--- src/rtl/samp_sequencer_if.sv ---
// Config/status bundle between the CDC stage, the sampling sequencer and the AFE/ADC side.
interface samp_sequencer_if #(
  parameter int NCH   = 8,
  parameter int DIV_W = 12,
  parameter int P1C_W = 4,
  parameter int P2C_W = 10
);
  localparam int CH_W = (NCH > 1) ? $clog2(NCH) : 1;

  logic             ENSAMP_sync;
  logic [DIV_W-1:0] PHASE1DIV1;
  logic [P1C_W-1:0] PHASE1COUNT;
  logic [P2C_W-1:0] PHASE2COUNT;
  logic [NCH-1:0]   CHEN;

  logic [CH_W-1:0]  CH_SEL;
  logic             PHASE1;
  logic             PHASE2;
  logic             SAMP_START;
  logic             CH_DONE;
  logic             FRAME_DONE;
  logic             BUSY;
  logic             CFG_ERR;

  modport master (
    output ENSAMP_sync, PHASE1DIV1, PHASE1COUNT, PHASE2COUNT, CHEN,
    input  CH_SEL, PHASE1, PHASE2, SAMP_START, CH_DONE, FRAME_DONE, BUSY, CFG_ERR
  );

  modport slave (
    input  ENSAMP_sync, PHASE1DIV1, PHASE1COUNT, PHASE2COUNT, CHEN,
    output CH_SEL, PHASE1, PHASE2, SAMP_START, CH_DONE, FRAME_DONE, BUSY, CFG_ERR
  );
endinterface

--- src/rtl/samp_sequencer.sv ---
// HF_CLK-domain sampling sequencer: rotates over enabled channels running a divided
// PHASE1 track window then a PHASE2 convert window per channel, with registered strobes.
module samp_sequencer #(
  parameter int NCH   = 8,
  parameter int DIV_W = 12,
  parameter int P1C_W = 4,
  parameter int P2C_W = 10
) (
  input  logic           HF_CLK,
  input  logic           RST,
  samp_sequencer_if.slave bus
);
  localparam int CH_W = (NCH > 1) ? $clog2(NCH) : 1;

  typedef enum logic [2:0] {IDLE, LOAD, PH1, PH2, ERR} state_t;

  state_t           state, state_n;
  logic [DIV_W-1:0] div_s, div_cnt, div_cnt_n;
  logic [P1C_W-1:0] p1c_s, p1_cnt, p1_cnt_n;
  logic [P2C_W-1:0] p2c_s, p2_cnt, p2_cnt_n;
  logic [NCH-1:0]   chen_s;
  logic [CH_W-1:0]  ch_sel, ch_sel_n;

  logic phase1_q, phase2_q, samp_start_q, ch_done_q, frame_done_q, busy_q, cfg_err_q;
  logic phase1_n, phase2_n, samp_start_n, ch_done_n, frame_done_n, busy_n, cfg_err_n;

  function automatic logic [CH_W-1:0] lowest(input logic [NCH-1:0] mask);
    lowest = '0;
    for (int i = NCH - 1; i >= 0; i--) if (mask[i]) lowest = CH_W'(i);
  endfunction

  function automatic logic [CH_W-1:0] highest(input logic [NCH-1:0] mask);
    highest = '0;
    for (int i = 0; i < NCH; i++) if (mask[i]) highest = CH_W'(i);
  endfunction

  // First enabled channel strictly above cur, wrapping to the lowest one.
  function automatic logic [CH_W-1:0] next_ch(input logic [NCH-1:0] mask,
                                               input logic [CH_W-1:0] cur);
    next_ch = lowest(mask);
    for (int i = NCH - 1; i >= 0; i--) if (mask[i] && i > int'(cur)) next_ch = CH_W'(i);
  endfunction

  always_comb begin
    // NOTE: every variable gets a default first so no path leaves one unassigned (no latches).
    state_n   = state;
    div_cnt_n = div_cnt;
    p1_cnt_n  = p1_cnt;
    p2_cnt_n  = p2_cnt;
    ch_sel_n  = ch_sel;

    unique case (state)
      IDLE: if (bus.ENSAMP_sync) state_n = LOAD;
      LOAD: begin
        div_cnt_n = '0;
        p1_cnt_n  = '0;
        p2_cnt_n  = '0;
        if (bus.CHEN == '0) begin
          state_n = ERR;
        end else begin
          state_n  = PH1;
          ch_sel_n = lowest(bus.CHEN);
        end
      end
      PH1: begin
        if (div_cnt == div_s) begin
          div_cnt_n = '0;
          if (p1_cnt == p1c_s) begin
            state_n  = PH2;
            p1_cnt_n = '0;
          end else begin
            p1_cnt_n = p1_cnt + 1'b1;
          end
        end else begin
          div_cnt_n = div_cnt + 1'b1;
        end
      end
      PH2: begin
        if (p2_cnt == p2c_s) begin
          state_n  = PH1;
          p2_cnt_n = '0;
          ch_sel_n = next_ch(chen_s, ch_sel);
        end else begin
          p2_cnt_n = p2_cnt + 1'b1;
        end
      end
      ERR: if (!bus.ENSAMP_sync) state_n = IDLE;
      default: state_n = IDLE;
    endcase

    // Dropping the enable aborts any active run on the next edge, mid-phase included.
    if ((state inside {LOAD, PH1, PH2}) && !bus.ENSAMP_sync) begin
      state_n   = IDLE;
      div_cnt_n = '0;
      p1_cnt_n  = '0;
      p2_cnt_n  = '0;
      ch_sel_n  = '0;
    end

    phase1_n     = (state_n == PH1);
    phase2_n     = (state_n == PH2);
    busy_n       = (state_n inside {LOAD, PH1, PH2});
    cfg_err_n    = (state_n == ERR);
    samp_start_n = phase1_n && (state != PH1);
    ch_done_n    = phase2_n && (p2_cnt_n == p2c_s);
    frame_done_n = ch_done_n && (ch_sel_n == highest(chen_s));
  end

  always_ff @(posedge HF_CLK or posedge RST) begin
    if (RST) begin
      state        <= IDLE;
      div_cnt      <= '0;
      p1_cnt       <= '0;
      p2_cnt       <= '0;
      ch_sel       <= '0;
      div_s        <= '0;
      p1c_s        <= '0;
      p2c_s        <= '0;
      chen_s       <= '0;
      phase1_q     <= 1'b0;
      phase2_q     <= 1'b0;
      samp_start_q <= 1'b0;
      ch_done_q    <= 1'b0;
      frame_done_q <= 1'b0;
      busy_q       <= 1'b0;
      cfg_err_q    <= 1'b0;
    end else begin
      // NOTE: non-blocking assignments so every register samples pre-edge values.
      state   <= state_n;
      div_cnt <= div_cnt_n;
      p1_cnt  <= p1_cnt_n;
      p2_cnt  <= p2_cnt_n;
      ch_sel  <= ch_sel_n;
      if (state == LOAD) begin
        div_s  <= bus.PHASE1DIV1;
        p1c_s  <= bus.PHASE1COUNT;
        p2c_s  <= bus.PHASE2COUNT;
        chen_s <= bus.CHEN;
      end
      phase1_q     <= phase1_n;
      phase2_q     <= phase2_n;
      samp_start_q <= samp_start_n;
      ch_done_q    <= ch_done_n;
      frame_done_q <= frame_done_n;
      busy_q       <= busy_n;
      cfg_err_q    <= cfg_err_n;
    end
  end

  assign bus.CH_SEL     = ch_sel;
  assign bus.PHASE1     = phase1_q;
  assign bus.PHASE2     = phase2_q;
  assign bus.SAMP_START = samp_start_q;
  assign bus.CH_DONE    = ch_done_q;
  assign bus.FRAME_DONE = frame_done_q;
  assign bus.BUSY       = busy_q;
  assign bus.CFG_ERR    = cfg_err_q;
endmodule
--- src/flat_wrapper.sv ---
// flat-port wrapper written by rule: the top's interface ports become plain ports
module samp_sequencer_flat 
#(
  parameter int NCH   = 8,
  parameter int DIV_W = 12,
  parameter int P1C_W = 4,
  parameter int P2C_W = 10
)
  (HF_CLK, RST, bus_ENSAMP_sync, bus_PHASE1DIV1, bus_PHASE1COUNT, bus_PHASE2COUNT, bus_CHEN, bus_CH_SEL, bus_PHASE1, bus_PHASE2, bus_SAMP_START, bus_CH_DONE, bus_FRAME_DONE, bus_BUSY, bus_CFG_ERR);
  samp_sequencer_if #(.NCH(NCH), .DIV_W(DIV_W), .P1C_W(P1C_W), .P2C_W(P2C_W)) bus_i ();
  input  logic HF_CLK;
  input  logic RST;
  input wire logic [$bits(bus_i.ENSAMP_sync)-1:0] bus_ENSAMP_sync;
  input wire logic [$bits(bus_i.PHASE1DIV1)-1:0] bus_PHASE1DIV1;
  input wire logic [$bits(bus_i.PHASE1COUNT)-1:0] bus_PHASE1COUNT;
  input wire logic [$bits(bus_i.PHASE2COUNT)-1:0] bus_PHASE2COUNT;
  input wire logic [$bits(bus_i.CHEN)-1:0] bus_CHEN;
  output wire logic [$bits(bus_i.CH_SEL)-1:0] bus_CH_SEL;
  output wire logic [$bits(bus_i.PHASE1)-1:0] bus_PHASE1;
  output wire logic [$bits(bus_i.PHASE2)-1:0] bus_PHASE2;
  output wire logic [$bits(bus_i.SAMP_START)-1:0] bus_SAMP_START;
  output wire logic [$bits(bus_i.CH_DONE)-1:0] bus_CH_DONE;
  output wire logic [$bits(bus_i.FRAME_DONE)-1:0] bus_FRAME_DONE;
  output wire logic [$bits(bus_i.BUSY)-1:0] bus_BUSY;
  output wire logic [$bits(bus_i.CFG_ERR)-1:0] bus_CFG_ERR;
  assign bus_i.ENSAMP_sync = bus_ENSAMP_sync;
  assign bus_i.PHASE1DIV1 = bus_PHASE1DIV1;
  assign bus_i.PHASE1COUNT = bus_PHASE1COUNT;
  assign bus_i.PHASE2COUNT = bus_PHASE2COUNT;
  assign bus_i.CHEN = bus_CHEN;
  assign bus_CH_SEL = bus_i.CH_SEL;
  assign bus_PHASE1 = bus_i.PHASE1;
  assign bus_PHASE2 = bus_i.PHASE2;
  assign bus_SAMP_START = bus_i.SAMP_START;
  assign bus_CH_DONE = bus_i.CH_DONE;
  assign bus_FRAME_DONE = bus_i.FRAME_DONE;
  assign bus_BUSY = bus_i.BUSY;
  assign bus_CFG_ERR = bus_i.CFG_ERR;
  samp_sequencer #(.NCH(NCH), .DIV_W(DIV_W), .P1C_W(P1C_W), .P2C_W(P2C_W)) u_core (.HF_CLK(HF_CLK), .RST(RST), .bus(bus_i));
endmodule
--- config.mk ---
export PLATFORM = sky130hd
export DESIGN_NAME = samp_sequencer_flat
export DESIGN_NICKNAME = d
export VERILOG_FILES = /design/src/rtl/samp_sequencer_if.sv /design/src/rtl/samp_sequencer.sv /design/src/flat_wrapper.sv
export SDC_FILE = /design/constraint.sdc
export NUM_CORES = 1
export LEC_CHECK = 0
export BUFFER_PORTS_ARGS = -buffer_cell sky130_fd_sc_hd__buf_4
export CORE_UTILIZATION = 40
export CTS_BUF_LIST = sky130_fd_sc_hd__clkbuf_16
export CTS_CLUSTER_DIAMETER = 80
export DETAILED_ROUTE_END_ITERATION = 10
export GPL_ROUTABILITY_DRIVEN = 0
export HOLD_SLACK_MARGIN = 0.05
export PLACE_DENSITY_LB_ADDON = 0.12
export SKIP_CTS_REPAIR_TIMING = 1
export SYNTH_ARGS = -nofsm -noshare
export SYNTH_HDL_FRONTEND = slang
export SYNTH_SLANG_ARGS = --single-unit
--- constraint.sdc ---
create_clock -name HF_CLK -period 2.74 [get_ports HF_CLK]
set_clock_uncertainty 0.05 [all_clocks]
set_input_delay 0.274 -clock HF_CLK [delete_from_list [all_inputs] [get_ports HF_CLK]]
set_output_delay 0.274 -clock HF_CLK [all_outputs]
set_load 0.1 [all_outputs]
=== Word level (Yosys, flattened, before mapping) ===
Cells that the tools add are included.

* Bits of input ports: 37
* Output and inout bits: 10
* Register bits after elaboration: 73

* Equality and inequality tests: 15
* $lt $le $gt $ge: 7
* Add/sub/neg operators: 3
* Reduce and logical (&&, ||, !) cells: 18
* Multiplexer cells: 52

{| class="wikitable"
|+ Operator list
! operator !! number
|-
| 3-bit two-way mux || 37
|-
| 12-bit two-way mux || 2
|-
| 12-bit one-hot mux with 2 select lines || 1
|-
| 10-bit equality test || 2
|-
| 10-bit two-way mux || 2
|-
| 10-bit one-hot mux with 2 select lines || 1
|-
| 3-bit one-hot mux with 5 select lines || 1
|-
| 12-bit by 1-bit adder with 12-bit output, second input constant || 1
|-
| 12-bit equality test || 1
|-
| 3-bit by 2-bit equality test with 1-bit output, second input constant || 4
|-
| 3-bit greater-than comparator, first input constant || 4
|-
| 4-bit two-way mux || 3
|-
| 1-bit logical AND || 11
|-
| 10-bit by 1-bit adder with 10-bit output, second input constant || 1
|-
| 3-bit nonzero test || 3
|-
| 8-bit zero test || 1
|-
| 4-bit one-hot mux with 2 select lines || 1
|-
| 3-bit by 1-bit equality test with 1-bit output, second input constant || 2
|-
| 3-bit equality test, second input constant || 2
|-
| 2-bit by 3-bit greater-than comparator with 1-bit output, first input constant || 2
|-
| 3-bit by 2-bit != test with 1-bit output, second input constant || 2
|-
| 3-bit one-hot mux with 2 select lines || 1
|-
| 4-bit by 1-bit adder with 4-bit output, second input constant || 1
|-
| 4-bit equality test || 1
|-
| other kinds (7) || 8
|}

=== Logic depth before layout (Yosys ltp) ===
* Word-level depth: 20
* Gate-level depth with buffers: 10
* Gate-level depth less buffers: 9

=== Worst setup path before layout ===
Ideal clock, no wire load.

* Path type: register to register
* From: register u_core.ch_sel[2] (netlist: u_core.bus.CH_SEL[2])
* To: register u_core.frame_done_q (netlist: u_core.bus.FRAME_DONE)
* Stages on the path, launching flop included: 10
* Arrival: 2.613 ns
* Path buffers: 1
* Clock period less this slack: 2.786 ns
* Library setup time: 0.123 ns
* Slack: -0.046 ns
* Required time: 2.567 ns
* Cell sequence: dfrtp_1 > clkbuf_1 > a2bb2oi_1 > nor2_1 > nand2_1 > o211a_1 > o41a_4 > xnor2_2 > nor3b_2 > o221a_1

* Cells in the longest elaborated chain, start to end: 14
* Elaborated cells between the ends (all ways): 27
* Classes of those cells: order compare: 7; eq/ne: 1; mux: 11; reduce/logical: 8

{| class="wikitable"
|+ Ends and longest elaborated chain
! item !! line !! text
|-
| start: declaration || samp_sequencer.sv:22 || <nowiki>logic [CH_W-1:0] ch_sel, ch_sel_n;</nowiki>
|-
| start signal: assignment || samp_sequencer.sv:133 || <nowiki>ch_sel <= ch_sel_n;</nowiki>
|-
| 3-bit greater-than comparator || samp_sequencer.sv:41 || <nowiki>for (int i = NCH - 1; i >= 0; i--) if (mask[i] && i > int'(cur)) next_ch = CH_W'(i);</nowiki>
|-
| 1-bit logical AND || samp_sequencer.sv:41 ||
|-
| 3-bit two-way mux (6 in series) || samp_sequencer.sv:41 ||
|-
| 3-bit two-way mux (*) || samp_sequencer.sv:41 ||
|-
| 3-bit two-way mux (*) || samp_sequencer.sv:79 || <nowiki>if (p2_cnt == p2c_s) begin</nowiki>
|-
| 3-bit one-hot mux with 2 select lines (*) || samp_sequencer.sv:52 || <nowiki>unique case (state)</nowiki>
|-
| 3-bit two-way mux (*) || samp_sequencer.sv:92 || <nowiki>if ((state inside {LOAD, PH1, PH2}) && !bus.ENSAMP_sync) begin</nowiki>
|-
| named net u_core.ch_sel_n[1] || samp_sequencer.sv:22 ||
|-
| 3-bit equality test (*) || samp_sequencer.sv:106 || <nowiki>frame_done_n = ch_done_n && (ch_sel_n == highest(chen_s));</nowiki>
|-
| 1-bit logical AND (*) || samp_sequencer.sv:106 ||
|-
| named net u_core.frame_done_n || samp_sequencer.sv:25 || <nowiki>logic phase1_n, phase2_n, samp_start_n, ch_done_n, frame_done_n, busy_n, cfg_err_n;</nowiki>
|-
| end signal: assignment || samp_sequencer.sv:144 || <nowiki>frame_done_q <= frame_done_n;</nowiki>
|-
| end: declaration || samp_sequencer.sv:24 || <nowiki>logic phase1_q, phase2_q, samp_start_q, ch_done_q, frame_done_q, busy_q, cfg_err_q;</nowiki>
|}

The timed path passes the listed nets; every way through them passes the cells marked *.
A chain may end at the register's enable or synchronous reset.

=== Final worst setup path ===
* From: register u_core.p2_cnt[8]
* To: register u_core.frame_done_q (netlist: u_core.bus.FRAME_DONE)

* Elaborated cells between the ends (all ways): 16
* Classes of those cells: add/sub: 1; eq/ne: 4; mux: 9; reduce/logical: 2

{| class="wikitable"
|+ RTL lines
! item !! line !! text
|-
| start: declaration || samp_sequencer.sv:20 || <nowiki>logic [P2C_W-1:0] p2c_s, p2_cnt, p2_cnt_n;</nowiki>
|-
| start signal: assignment || samp_sequencer.sv:132 || <nowiki>p2_cnt <= p2_cnt_n;</nowiki>
|-
| 10-bit equality test || samp_sequencer.sv:79 ||
|-
| 3-bit two-way mux || samp_sequencer.sv:79 ||
|-
| 3-bit one-hot mux with 2 select lines || samp_sequencer.sv:52 ||
|-
| 3-bit two-way mux || samp_sequencer.sv:92 ||
|-
| named net u_core.ch_sel_n[1] || samp_sequencer.sv:22 ||
|-
| 3-bit equality test || samp_sequencer.sv:106 ||
|-
| 1-bit logical AND || samp_sequencer.sv:106 ||
|-
| named net u_core.frame_done_n || samp_sequencer.sv:25 ||
|}

The timed path passes the listed nets, and every way through them passes these cells.

==> impl_metrics.ini <==
[clocking]
htree_levels = 3
root_buffer = clkbuf_16
clkTransAtPathRegs_ns = 0.06
cts_tree = done
cts_num_sinks = 73
cts_buffer_depth = 2
clk_latency_ns = 0.33
numCtsBuffers = 9

[grt]
groute.usage.overall_pct = 18.44
overflow = 0
first_global_vias = 3259
antenna_found_initial = 0
grt_start_max_net_pins = 33
grt_pass1_wl_mm = 16.13

[yosys]
synthDistinctLibCells = 71
synth.area.top_cells = dfrtp_1 44%, mux2_2 9.1%, xnor2_1 6.1%, nand2_1 3.0%, nor2_1 3.0%
synthCells = 411
syn_nets = 451
synth_ff_type = dfrtp_1
yosys.area.top_type_share_pct = 43.62
ys_async_sr_fraction_pct = 100.0
ys_ff_latch = 73
syn-cell-area_mm2 = 0.004188
synth_seq_area_share_pct = 43.62
synth_edf_count = 0
yosysMostFrequentCell = dfrtp_1
synth_common_cells = 73 x dfrtp_1, 34 x mux2_2, 33 x nand2_1, 33 x nor2_1, 29 x xnor2_1
yosysWarningCount = 0
avgSynthCellArea_um2 = 10.19
yosys.area.top_type = dfrtp_1

[routing]
wl_mm = 9.448
vias = 3295
wire_per_inst_um = 15.36
drt-initial-drc-count = 96
drt-vias-per-instance = 5.358
first_pass_iters = 4
drc = 0
antenna_left = 0

[placed_design]
dp.cells = 596
hpwl_mm = 7.090
pre_cts_slack_ns = 0.1657
port_buffers = 46

[timing]
tns_ns = 0
finalCriticalPeriod_ns = 2.589
hold_ws_ns = 0.1205
final-hold-violation-count = 0
worst_slack_ns = 0.1511
max_slew_margin_pct = 62.79
worstMarginPinSlew_ns = 0.5539
setup_viol = 0
min_period_over_period_pct = 94.49
timing.fmax_mhz = 386.3
rsz0062_at_grt = false
maxSlewViolCount = 0

[power]
leakagePower_uw = 0.002179
p_int_uw = 2544
clock_power_share_pct = 34.5
power.density_mw_per_mm2 = 721.3
seqPwrFrac_pct = 39.6
power.switching_uw = 1157
ir_worst_vdd_mv = 0.3454
swShare_pct = 31.26
combinationalPowerShare_pct = 25.9

[final_layout]
fin_cells = 615
drive_gt1_share_pct = 27.80
num_antenna_cells = 0
area_growth_pct = 22.50
num-nets-final = 517

[critical_path]
worst-path-buf-inv = 1
critPathTopFamily = compound AO/OA/AOI/OAI gates
crit_cells = 9
cp.required_ns = 2.90
slowest_stage = o41a_4
slowest_delay_ns = 0.50
start_kind = flip-flop
end_kind = flip-flop
crit_type = flip-flop to flip-flop
reg2reg_depth = 9
arrival_ns = 2.75
cp_max_fo = 7
cp_cell_sequence = xnor2_1, nand4_2, o31ai_4, buf_4, nor2_2, o41a_4, xnor2_2, nor3b_2, o221a_1

[die]
io_pins = 47
die_h_um = 104.3
initial_utilization_pct = 42.07
num_rows = 36
core_mm2 = 0.009955
die_x_um = 104.3
dieArea_mm2 = 0.01088

[status]
status = finished, final reports clean

[worst_hold_path]
min_path_type = input pin to flip-flop
hold_path_depth = 2

[flow_run]
max_cap_viol_count = 0
layout make-up:
class / count / area (um2)
tap: 133 / 166.4
multi-input combinational: 316 / 2263
timing repair buffer: 68 / 513.0
sequential: 73 / 1829
clock inverter: 7 / 98.84
fill: 912 / 4825
clock buffer: 9 / 225.2
inverter: 9 / 33.78
per-layer routing:
metal | vias to the layer above | routed length, um | global-route usage, %
met1 | 1586 | 4451 | 24.72
met5 | - | 0 | 0
met4 | 0 | 197 | 6.837
met3 | 16 | 307 | 4.574
li1 | 1623 | - | -
met2 | 70 | 4491 | 28.67
power groups by stage:
stage	registers, uW	clock network (uW)	logic [uW]
final	1470	1280	958
after global routing	1490	1360	1060
after detailed placement	1490	0	955
after global placement	1480	0	944
after floorplan	1490	0	667
after CTS	1460	1310	959
logic make-up (layout without fill, tap and decap cells):
logic type               Yosys count  count (layout)  share of synthesized area [%]
adder cells (fa/ha/maj)            3               3                         0.8964
flip-flops                        73              73                          43.62
AO/OA/AOI/OAI                     83              83                          13.92
XOR/XNOR                          47              47                          11.02
buffers and inverters             22              93                          2.510
multiplexers                      34              34                          9.143
AND/OR/NAND/NOR                  149             149                          18.88
placed cells by master (no fill, tap or decap), types with 3 or more instances in the layout:
master and instances:
a21oi_1 18, a2bb2oi_1 3, and2_1 4, and3_1 4
and4_1 3, buf_4 67, clkbuf_16 9, dfrtp_1 71
ha_1 3, inv_1 8, inv_6 4, mux2_2 34
nand2_1 33, nand2b_1 3, nand3_1 10, nand4_1 8
nor2_1 32, nor2b_1 10, nor3_1 14, nor3b_1 3
nor4_1 5, o21a_1 3, o21ai_0 20, o21bai_1 4
o311ai_0 3, or3_1 3, xnor2_1 29, xnor2_2 3
xor2_1 13
worst reg2reg max path: cells and delay by family (launching register included):
family          cells  cell delay [ns]
flops               1             0.47
compound gates      3             1.02
xor+xnor            2             0.36
simple gates        3             0.39
buf+inv             1             0.18
path summary, 6_finish.rpt:
kind	start	to	slack, ns
max	u_core.p2_cnt[8]	u_core.bus.FRAME_DONE	0.15
min	bus_PHASE1DIV1[4]	u_core.div_s[4]	0.12
max reg2reg	u_core.p2_cnt[8]	u_core.bus.FRAME_DONE	0.15
min reg2reg	u_core.p1c_s[0]	u_core.p1c_s[0]	0.48
max in group asynchronous	RST	u_core.div_s[1]	1.46
min in group asynchronous	RST	u_core.p2_cnt[8]	0.45
flip-flops by register name, indices dropped and copies added (netlist names), 3 cells and up:
signal / count
u_core.p1c_s: 4
u_core.p2_cnt: 10
u_core.state: 3
u_core.bus.CH_SEL: 3
u_core.div_cnt: 12
u_core.p1_cnt: 4
u_core.chen_s: 8
u_core.div_s: 12
u_core.p2c_s: 10
stage by stage:
| stage | util (%) | total power [uW] | cell area, um2 |
|---|---|---|---|
| after floorplan | - | 2161 | 4190 |
| after global placement | 48.03 | 2423 | 4781 |
| after detailed placement | 48.03 | 2440 | 4781 |
| after CTS | 51.28 | 3734 | 5105 |
| after global routing | 51.53 | 3908 | 5130 |
| final | 51.53 | 3700 | 5130 |
Power figures use the tool's default switching activity.
